`src/rtl/g_orn_filt.sv`:
```
// ============================================================================
// g_orn_filt -- qualified mixed-polarity OR of asynchronous status lines
//
// Purpose
//   Combines WIDTH raw (possibly asynchronous) inputs into one filtered,
//   registered status bit. Each input is optionally synchronised, its
//   polarity is normalised with INV_MASK, and the inputs are ORed into a
//   term s. Y follows s only after s has disagreed with Y for FILT
//   consecutive enabled cycles. Rise and fall events are reported as
//   one-cycle pulses.
//
// Parameters
//   WIDTH        number of inputs, 1..32
//   INV_MASK     bit i = 1 -> A[i] is active-low
//   SYNC_STAGES  synchroniser depth per input, 0 (bypass) or 2..4
//   FILT         consecutive agreeing cycles needed to toggle Y, 1..255
//
// Ports
//   CK    in   1      clock, rising edge
//   RN    in   1      asynchronous active-low reset
//   A     in   WIDTH  raw inputs
//   EN    in   1      filter enable; 0 freezes Y and drops qualification
//   Y     out  1      filtered OR result, registered
//   YP    out  1      one-cycle pulse on each Y 0->1
//   YF    out  1      one-cycle pulse on each Y 1->0
//   STKY  out  1      sticky rise flag          (G_ORN_STICKY_EN only)
//   CLR   in   1      synchronous sticky clear  (G_ORN_STICKY_EN only)
//
// Configuration macro
//   G_ORN_STICKY_EN  -- when defined, adds STKY/CLR and the sticky register.
//                       When undefined those ports and that logic are absent.
// ============================================================================
module g_orn_filt #(
  parameter int unsigned      WIDTH       = 3,
  parameter logic [WIDTH-1:0] INV_MASK    = 3'b011,
  parameter int unsigned      SYNC_STAGES = 2,
  parameter int unsigned      FILT        = 4
) (
  input  logic             CK,
  input  logic             RN,
  input  logic [WIDTH-1:0] A,
  input  logic             EN,
  output logic             Y,
  output logic             YP,
  output logic             YF
`ifdef G_ORN_STICKY_EN
  ,
  output logic             STKY,
  input  logic             CLR
`endif
);

  // Counter is just wide enough to hold FILT; cnt+1 is formed one bit wider
  // so the terminal compare never overflows.
  localparam int unsigned    CW        = $clog2(FILT + 1);
  localparam logic [CW-1:0]  FILT_C    = CW'(FILT);
  localparam logic [CW:0]    FILT_X    = (CW + 1)'(FILT);
  localparam logic [CW-1:0]  CNT_ONE   = CW'(1);
  localparam logic [CW-1:0]  CNT_ZERO  = '0;
  localparam bit             FILT_IS_1 = (FILT == 1);

  // --------------------------------------------------------------------------
  // Input synchroniser chain. w_chain[0] is the raw input and each stage
  // drives the next element; with SYNC_STAGES = 0 the chain is just a wire.
  // Stages reset to INV_MASK so every input reads "inactive" out of reset
  // and the OR term starts at 0.
  // --------------------------------------------------------------------------
  logic [WIDTH-1:0] w_chain [SYNC_STAGES+1];
  logic [WIDTH-1:0] w_a_sync;
  logic             w_term;

  assign w_chain[0] = A;

  genvar gi;
  generate
    for (gi = 0; gi < SYNC_STAGES; gi++) begin : g_sync
      logic [WIDTH-1:0] r_q;

      always_ff @(posedge CK or negedge RN) begin
        if (!RN) begin
          r_q <= INV_MASK;
        end else begin
          r_q <= w_chain[gi];
        end
      end

      assign w_chain[gi+1] = r_q;
    end
  endgenerate

  assign w_a_sync = w_chain[SYNC_STAGES];

  // Polarity-normalised OR: an input counts as asserted when it differs
  // from its INV_MASK bit.
  assign w_term = |(w_a_sync ^ INV_MASK);

  // --------------------------------------------------------------------------
  // Qualification counter helpers
  // --------------------------------------------------------------------------
  logic [CW-1:0] r_cnt;
  logic [CW:0]   w_cnt_inc;
  logic [CW-1:0] w_cnt_sat;
  logic          w_cnt_done;

  assign w_cnt_inc  = {1'b0, r_cnt} + {{CW{1'b0}}, 1'b1};
  // Saturate rather than wrap; in normal operation the state leaves
  // qualification before the count could reach FILT.
  assign w_cnt_sat  = (r_cnt == FILT_C) ? r_cnt : w_cnt_inc[CW-1:0];
  assign w_cnt_done = (w_cnt_inc == FILT_X);

  // --------------------------------------------------------------------------
  // Filter FSM with registered outputs
  // --------------------------------------------------------------------------
  typedef enum logic [1:0] {
    ST_LOW     = 2'd0,
    ST_QUAL_HI = 2'd1,
    ST_HIGH    = 2'd2,
    ST_QUAL_LO = 2'd3
  } state_t;

  state_t r_state;
  logic   r_y;
  logic   r_yp;
  logic   r_yf;

  always_ff @(posedge CK or negedge RN) begin
    if (!RN) begin
      r_state <= ST_LOW;
      r_cnt   <= CNT_ZERO;
      r_y     <= 1'b0;
      r_yp    <= 1'b0;
      r_yf    <= 1'b0;
    end else begin
      // Pulses are single-cycle by default; only a completed
      // qualification re-asserts one below.
      r_yp <= 1'b0;
      r_yf <= 1'b0;

      if (!EN) begin
        // Disabled: abandon any qualification in progress and fall back
        // to the stable state matching the current Y. Y itself holds.
        r_cnt <= CNT_ZERO;
        case (r_state)
          ST_QUAL_HI: r_state <= ST_LOW;
          ST_QUAL_LO: r_state <= ST_HIGH;
          default:    r_state <= r_state;
        endcase
      end else begin
        case (r_state)
          ST_LOW: begin
            if (w_term) begin
              if (FILT_IS_1) begin
                r_state <= ST_HIGH;
                r_cnt   <= CNT_ZERO;
                r_y     <= 1'b1;
                r_yp    <= 1'b1;
              end else begin
                r_state <= ST_QUAL_HI;
                r_cnt   <= CNT_ONE;
              end
            end
          end

          ST_QUAL_HI: begin
            if (!w_term) begin
              r_state <= ST_LOW;
              r_cnt   <= CNT_ZERO;
            end else if (w_cnt_done) begin
              r_state <= ST_HIGH;
              r_cnt   <= CNT_ZERO;
              r_y     <= 1'b1;
              r_yp    <= 1'b1;
            end else begin
              r_cnt   <= w_cnt_sat;
            end
          end

          ST_HIGH: begin
            if (!w_term) begin
              if (FILT_IS_1) begin
                r_state <= ST_LOW;
                r_cnt   <= CNT_ZERO;
                r_y     <= 1'b0;
                r_yf    <= 1'b1;
              end else begin
                r_state <= ST_QUAL_LO;
                r_cnt   <= CNT_ONE;
              end
            end
          end

          ST_QUAL_LO: begin
            if (w_term) begin
              r_state <= ST_HIGH;
              r_cnt   <= CNT_ZERO;
            end else if (w_cnt_done) begin
              r_state <= ST_LOW;
              r_cnt   <= CNT_ZERO;
              r_y     <= 1'b0;
              r_yf    <= 1'b1;
            end else begin
              r_cnt   <= w_cnt_sat;
            end
          end

          default: begin
            r_state <= ST_LOW;
            r_cnt   <= CNT_ZERO;
          end
        endcase
      end
    end
  end

  assign Y  = r_y;
  assign YP = r_yp;
  assign YF = r_yf;

`ifdef G_ORN_STICKY_EN
  // --------------------------------------------------------------------------
  // Sticky rise flag: set by the registered YP pulse, cleared by CLR.
  // A set in the same cycle as a clear wins.
  // --------------------------------------------------------------------------
  logic r_stky;

  always_ff @(posedge CK or negedge RN) begin
    if (!RN) begin
      r_stky <= 1'b0;
    end else if (r_yp) begin
      r_stky <= 1'b1;
    end else if (CLR) begin
      r_stky <= 1'b0;
    end
  end

  assign STKY = r_stky;
`endif

endmodule

```
`config.mk`:
```
export PLATFORM = sky130hd
export DESIGN_NAME = g_orn_filt
export DESIGN_NICKNAME = d
export VERILOG_FILES = /design/src/rtl/g_orn_filt.sv
export SDC_FILE = /design/constraint.sdc
export NUM_CORES = 1
export LEC_CHECK = 0
export CAP_MARGIN = 5
export CORE_MARGIN = 2
export CORE_UTILIZATION = 40
export CTS_BUF_LIST = sky130_fd_sc_hd__clkbuf_4
export DETAILED_ROUTE_END_ITERATION = 12
export HOLD_SLACK_MARGIN = 0.02
export PLACE_DENSITY_LB_ADDON = 0.2
export SLEW_MARGIN = 0
export SYNTH_ARGS = -nofsm -noshare
export SYNTH_HDL_FRONTEND = slang
export SYNTH_SLANG_ARGS = --single-unit
```
`constraint.sdc`:
```
create_clock -name CK -period 3.4 [get_ports CK]
set_input_delay 0.68 -clock CK [delete_from_list [all_inputs] [get_ports CK]]
set_output_delay 0.68 -clock CK [all_outputs]
set_load 0.03 [all_outputs]
```
==> results of run 1 <==
==> state kept, by name, indices dropped and copies added (netlist names), named ones only <==
register	flops
YP	1
r_cnt	3
r_state	1
Y	1
g_sync.r_q	6
YF	1
==> Yosys cell counts <==
cell type / count / area (um2)
xnor2_2: 1 / 16.3
nand2_1: 1 / 3.75
and3_2: 1 / 7.51
and3_1: 1 / 6.26
mux2i_1: 1 / 10.0
nor2_1: 2 / 7.51
o21ai_1: 1 / 5.00
a21boi_1: 2 / 15.0
a22o_1: 1 / 8.76
dfrtp_1: 10 / 250
nor3_1: 1 / 5.00
and3b_2: 1 / 10.0
mux2_2: 2 / 22.5
o311a_2: 1 / 11.3
ha_1: 2 / 25.0
a21oi_1: 3 / 15.0
nand4b_1: 1 / 8.76
inv_1: 4 / 15.0
nand3_1: 2 / 10.0
nand3b_1: 1 / 7.51
o21ai_0: 3 / 15.0
or3_1: 1 / 6.26
dfstp_2: 4 / 105
nor4b_2: 1 / 15.0
clkbuf_1: 1 / 3.75
==> cells in the final DEF, fill, tap and decap left out, types with 2 or more instances in the layout <==
| cell type | instances |
|---|---|
| dfrtp_1 | 10 |
| clkdlybuf4s50_1 | 8 |
| inv_1 | 4 |
| dfstp_2 | 4 |
| a21oi_1 | 3 |
| o21ai_0 | 3 |
| clkbuf_4 | 3 |
| nor2_1 | 2 |
| mux2_2 | 2 |
| nand3_1 | 2 |
| a21boi_1 | 2 |
| ha_1 | 2 |
==> layout make-up <==
class | instances | area [um2] | area share (%)
Sequential cell | 14 | 355 | 48.8
Clock inverter | 1 | 3.75 | 0.515
Tap cell | 16 | 20.0 | 2.75
Inverter | 4 | 15.0 | 2.06
Timing Repair Buffer | 8 | 80.1 | 11.0
Clock buffer | 3 | 22.5 | 3.09
Multi-Input combinational cell | 30 | 231 | 31.8
==> per-layer routing <==
layer  wire [um]  global-route usage (%)  up-vias  share of wire, %
met5           0                       0        -                 0
met2         457                    20.3       13                48
li1            -                       -      196                 -
met4           8                    5.63        0              0.84
met1         427                    12.9      202                45
met3          63                    7.23        2               6.6
==> metrics by stage <==
step           hold slack (ns)  area (um2)
5_1_grt                  0.367         728
6_report                 0.358         728
3_3_place_gp             0.333         702
2_1_floorplan            0.331         606
3_5_place_dp             0.343         702
4_1_cts                  0.361         728
==> cells by family after synthesis <==
kind of cell	count (synthesis)
xor gates and xnor gates	1
AOI/OAI and AO/OA	11
adders and majority gates	2
DFF	14
buffers and inverters	5
and+or+nand+nor	13
muxes	3
==> power breakdown <==
group	internal, W	total [W]	switching [W]
logic	0.0000173	0.0000332	0.0000159
registers	0.000176	0.000182	0.00000615
clock network	0.0000425	0.0000923	0.0000498
total	0.000235	0.000307	0.0000718
==> path summary, 6_finish.rpt <==
path	to	start	cells past startpoint	slack [ns]
max in group asynchronous	r_cnt[1]	RN	1	2.24
max reg2reg	r_cnt[1]	r_cnt[0]	6	1.84
max	Y	Y	1	1.39
min	g_sync[1].r_q[2]	g_sync[0].r_q[2]	0	0.36
min reg2reg	g_sync[1].r_q[2]	g_sync[0].r_q[2]	0	0.36
min in group asynchronous	YP	RN	1	0.77
==> summary.txt, run 1 <==
Critical path
  • WP buf/inv: 1
  • Worst Path Max Fanout: 3
  • CP Capture Type: output port
  • Cells along the critical path: clkdlybuf4s50_1
  • Crit-path slowest cell: clkdlybuf4s50_1
  • WP data required: about 2.7 ns
  • Worst path arrival time: between 1 and 1.5 ns
  • Startpoint types: flip-flop
  • CP top delay family: buffers and inverters
  • WS Path Type: flip-flop to output port
  • Max incr delay on CP: approximately 0.68 ns

Floorplanning
  • Core Box Area: approximately 0.0015 mm2
  • Die W: about 43 um
  • Io pins: 9
  • Rows: 14
  • Die area: about 0.0018 mm2
  • Die Span Y: approximately 43 um
  • Initial core utilization: between 40% and 50%

Synth
  • Post-synth cell types: 25
  • Syn_nets: 57
  • Post-Synth Adder-Cell Area: under 10%
  • Simple-Gate Fraction of Synth Area: 14.5%
  • Post-Syn Instances: 49
  • Largest family of logic cells by synthesized area: simple AND/OR/NAND/NOR gates
  • Mux contribution to synthesized area: 5.37%
  • Mean Syn Cell Area: 12.4 um2
  • Synth Warn #: 0
  • Post-Synth XOR/XNOR Area: between 2 and 3%
  • Synth Area in Compound Gates: between 10% and 20%
  • Synth Cell Area: between 600 and 700 um2
  • Post-synthesis sequential area ratio: about three fifths
  • #FFs+latches synth: 14

Clock network
  • CTS H-tree lvls: 1
  • Clock transition at path regs: 0.08 ns
  • Post_cts resized: 0
  • CTS Buffer Depth: 2
  • Root Driver: clkbuf_4
  • TritonCTS Buffers: 3
  • Later-pin clock latency in the skew report: 0.27 ns
  • Clk sink count: 14
  • # Post-CTS Setup Buffers: 0
  • CTS tree: yes
  • CTS Hold Buffers Added: 0

Timing
  • RSZ-0062 raised after global routing: false
  • Max Clock Skew: between 0.006 and 0.007 ns
  • Worst Tran Pin Value: about 0.59 ns
  • Setup ws final: ~1.4 ns
  • Max_slew headroom: 60.8%
  • Final period utilization: between 50% and 60%
  • Min Tclk post-route: roughly 2 ns
  • Setup TNS: 0 ns
  • Fmax: approximately 500 MHz
  • Final Hold Viols: 0
  • Setup-failing EPs final: 0
  • Slew Viols, Final: 0

Power
  • Pwr Density: ~420 mW/mm2
  • Worst vdd ir: 0.277 mV
  • Leakage power: between 0.3 and 0.4 nW
  • Total Power: between 0.0003 and 0.0004 W

Detailed routing
  • Wire per inst: between 10 and 15 um
  • DRT Pass-1 Iters: 3
  • Routed vias: 413
  • Vias per inst: 5.43
  • Total wire length: about 960 um
  • Post-route DRC violation count: 0
  • Final ANT Viol Nets: 0
  • Number of DRC markers in iteration 0: 1

Outcome
  • Outcome: finished, final reports clean

Cells and area
  • Post-layout util: 50.1%
  • Layout Nets: just under 70
  • Antenna Cells: 0
  • Layout area overhead: 20.2%
  • Fraction of layout cells with a size suffix above 1: 23.3%
  • Filler Cells Inserted: about 130
  • Non-filler instance count after layout: between 70 and 80

Placed design
  • HPWL Detailed: roughly 700 um
  • DP Worst Slack: between 1 and 1.5 ns
  • Global placer's final weighted congestion: just under 0.7
  • Port Buffers: 8
  • Placed insts: approximately 70

Global route
  • Vias in the first global route: 397
  • Antenna violations before repair: 0
  • Gr ovfl total: 0
  • Global-route wire length before repair: around 1.6 mm
  • Total GRT Usage: roughly an eighth
  • Largest net degree at the start of global routing: 15

Run
  • MaxCap Viol Count: 0

Worst hold path
  • Hold crit path type: flip-flop to flip-flop
Power figures use the tool's default switching activity.
==> run 2: changes to the inputs <==
clock period = 1.6 ns   (was 3.4 ns; I/O delays follow)
==> run 2 against run 1 <==
- sequential share of layout area down 2.0 points
- via count decreased by 1.7%
- design area up 4.3%
- core utilization increased by 2.2 points
- first-iteration DRC count rose to 6.0 times the previous value
- combinational power up 150%
- non-clock buffer count increased by 2
- final cell count grew 2.6%
- critical endpoint is now r_cnt[1]
- count of clock-buffer cells in the layout did not move
- worst hold slack lost 0.011 ns
==> summary.txt, run 2 (synthesized netlist as in run 1, its figures left out) <==
Outcome
  • Outcome: finished, final reports clean

Cells and area
  • Layout Nets: 71 (+2.9%)
  • Largest register FFs: 6 (unchanged)
  • Footprint of the multi-input gates: 244 um2 (+5.4%)
  • Post-layout util: 52.2% (+2.2 points)
  • Largest Register: g_sync.r_q
  • Reg area: 355 um2 (unchanged)
  • Filler Cells Inserted: 131 (unchanged)
  • Layout area overhead: 25.4%
  • Non-filler instance count after layout: 78 (+2.6%)
  • Largest regs: g_sync.r_q x6, r_cnt x3
  • Most common cell after layout, fill and taps aside: dfrtp_1
  • Antenna Cells: 0 (unchanged)
  • Most frequent cells in the layout: dfrtp_1, clkdlybuf4s50_1, inv_1, dfstp_2
  • Fraction of layout cells with a size suffix above 1: 27.4% (+4.1 points)

Timing
  • Final period utilization: between 90% and 100%
  • Max Clock Skew: 0.000587 ns (-0.00635 ns)
  • Fmax: about 660 MHz
  • Min Tclk post-route: between 1.5 and 2 ns
  • Worst Tran Pin Value: 0.408 ns (-0.178 ns)
  • Slew Viols, Final: 0 (unchanged)
  • Setup ws final: 0.0876 ns (-1.30 ns)
  • Setup TNS: 0 ns (unchanged)
  • Hold_ws: 0.347 ns (-0.0109 ns)
  • RSZ-0062 raised after global routing: false
  • Max_slew headroom: 72.7% (+12 points)
  • Final Hold Viols: 0 (unchanged)
  • Setup-failing EPs final: 0 (unchanged)

Critical path
  • Crit-path slowest cell: dfrtp_1
  • CP Capture Type: flip-flop
  • Reg2Reg Setup Slack: 0.09 ns (-1.75 ns)
  • Cells along the critical path: inv_1 > ha_4 > mux2_2 > a22o_1 > nand3_1 > a21boi_1
  • Critical path depth in cells: 6 (+5)
  • Worst r2r path cells: 6 (unchanged)
  • Startpoint types: flip-flop
  • Worst path arrival time: 1.67 ns (+0.34 ns)
  • CP Launch Point: r_cnt[0]
  • Worst Path Max Fanout: 5 (+2)
  • WP data required: 1.76 ns (-0.96 ns)
  • Reg-to-reg endpoint: r_cnt[1]
  • WP buf/inv: 1 (unchanged)
  • Max incr delay on CP: 0.42 ns (-0.26 ns)
  • Worst R2R Start: r_cnt[0]
  • CP top delay family: flip-flops
  • WS Path Type: flip-flop to flip-flop
  • Critical Path Sink: r_cnt[1]

Placed design
  • DP Worst Slack: 0.0515 ns (-1.42 ns)
  • Placed insts: 74 (+2.8%)
  • Global placer's final weighted congestion: 0.770 (+11%)
  • Port Buffers: 8 (unchanged)

Clock network
  • CTS H-tree lvls: 1 (unchanged)
  • CTS Buffer Depth: 2 (unchanged)
  • CTS tree: yes
  • CTS Hold Buffers Added: 0 (unchanged)
  • Later-pin clock latency in the skew report: 0.27 ns (about the same)
  • TritonCTS Buffers: 3 (unchanged)
  • Root Driver: clkbuf_4
  • Clk sink count: 14 (unchanged)
  • Clock transition at path regs: 0.07 ns (about the same)

Global route
  • Antenna violations before repair: 0 (unchanged)
  • Total GRT Usage: 12.5% (-0.033 points)
  • Gr ovfl total: 0 (unchanged)
  • Largest net degree at the start of global routing: 15 (unchanged)
  • Global-route wire length before repair: 1.63 mm (-1.3%)
  • Vias in the first global route: 386 (-2.8%)

Power
  • Pwr Density: 863 mW/mm2 (+100%)
  • Leakage power: 0.367 nW (+17%)
  • Worst vdd ir: 0.492 mV (+78%)

Floorplanning
  • Initial core utilization: 41.7% (unchanged)
  • Die area: 0.00184 mm2 (unchanged)
  • Io pins: 9 (unchanged)
  • Rows: 14 (unchanged)
  • Die W: 42.9 um (unchanged)
  • Core Box Area: 0.00145 mm2 (unchanged)
  • Die Span Y: 42.9 um (unchanged)

Detailed routing
  • Number of DRC markers in iteration 0: 6 (+5)
  • Final ANT Viol Nets: 0 (unchanged)
  • Total wire length: 985 um (+3.0%)
  • Vias per inst: 5.21 (-4.2%)
  • Wire per inst: 12.6 um (+0.39%)
  • Post-route DRC violation count: 0 (unchanged)
  • DRT Pass-1 Iters: 4 (+1)
  • Routed vias: 406 (-1.7%)

Run
  • MaxCap Viol Count: 0 (unchanged)

Worst hold path
  • Hold crit path type: input port to asynchronous set/reset pin
[run 2: changes by cell type in the layout (fill, tap and decap cells not counted)]
cell             before  now
buf_4                 0    2
clkdlybuf4s50_1       8    5
dlygate4sd2_1         0    1
dlymetal6s2s_1        0    2
ha_1                  2    1
ha_4                  0    1
[run 2: how the worst min path moves through the flow]
stage	cells after the start	startpoint	end	slack (ns)
finish	2	RN	YP	0.35
global route	2	RN	r_cnt[0]	0.35
floorplan	0	RN	Y	0.02
CTS	2	RN	r_cnt[2]	0.35
detailed placement	0	g_sync[0].r_q[1]	g_sync[1].r_q[1]	0.35
global placement	0	g_sync[0].r_q[2]	g_sync[1].r_q[2]	0.33
[run 2: worst register-to-register path, stage by stage, from the launching register on]
cell and delay (ns):
dfrtp_1 0.42, inv_1 0.11, ha_4 0.16, mux2_2 0.33, a22o_1 0.24, nand3_1 0.08
a21boi_1 0.06
[run 2: layout make-up]
cell class | count | share of cell area [%]
multi-input combinational | 30 | 32.1
clock inverter | 1 | 0.494
clock buffer | 3 | 2.97
sequential | 14 | 46.8
timing repair buffer | 10 | 13.0
inverter | 4 | 1.98
tap | 16 | 2.64
[run 2: timing repair]
action                                  4_1_cts  5_1_grt
hold endpoints to repair                      0        0
gates resized for setup                       1        4
setup buffers                                 0        0
endpoints found under the setup margin        1        3
[run 2: per-stage QoR]
| stage | power (W) | area (um2) |
|---|---|---|
| after floorplan | 0.000433 | 606 |
| after global placement | 0.000464 | 717 |
| after detailed placement | 0.000468 | 717 |
| after CTS | 0.000661 | 742 |
| after global routing | 0.000701 | 759 |
| final | 0.000655 | 759 |
[run 2: metal layers]
metal	vias to the layer above	track usage, %	wire length (um)	share of wire [%]
li1	198	-	-	-
met4	0	3.75	10	1.0
met3	2	7.66	71	7.2
met5	-	0	0	0
met2	14	20.6	481	49
met1	192	13.0	421	43
[run 2: power by group]
part	total [W]	internal, W	leakage, nW	switching (W)
Sequential	0.000386	0.000373	0.172	0.0000133
Combinational	0.0000821	0.0000449	0.180	0.0000372
Clock	0.000187	0.0000902	0.0154	0.0000964
Total	0.000655	0.000508	0.367	0.000147
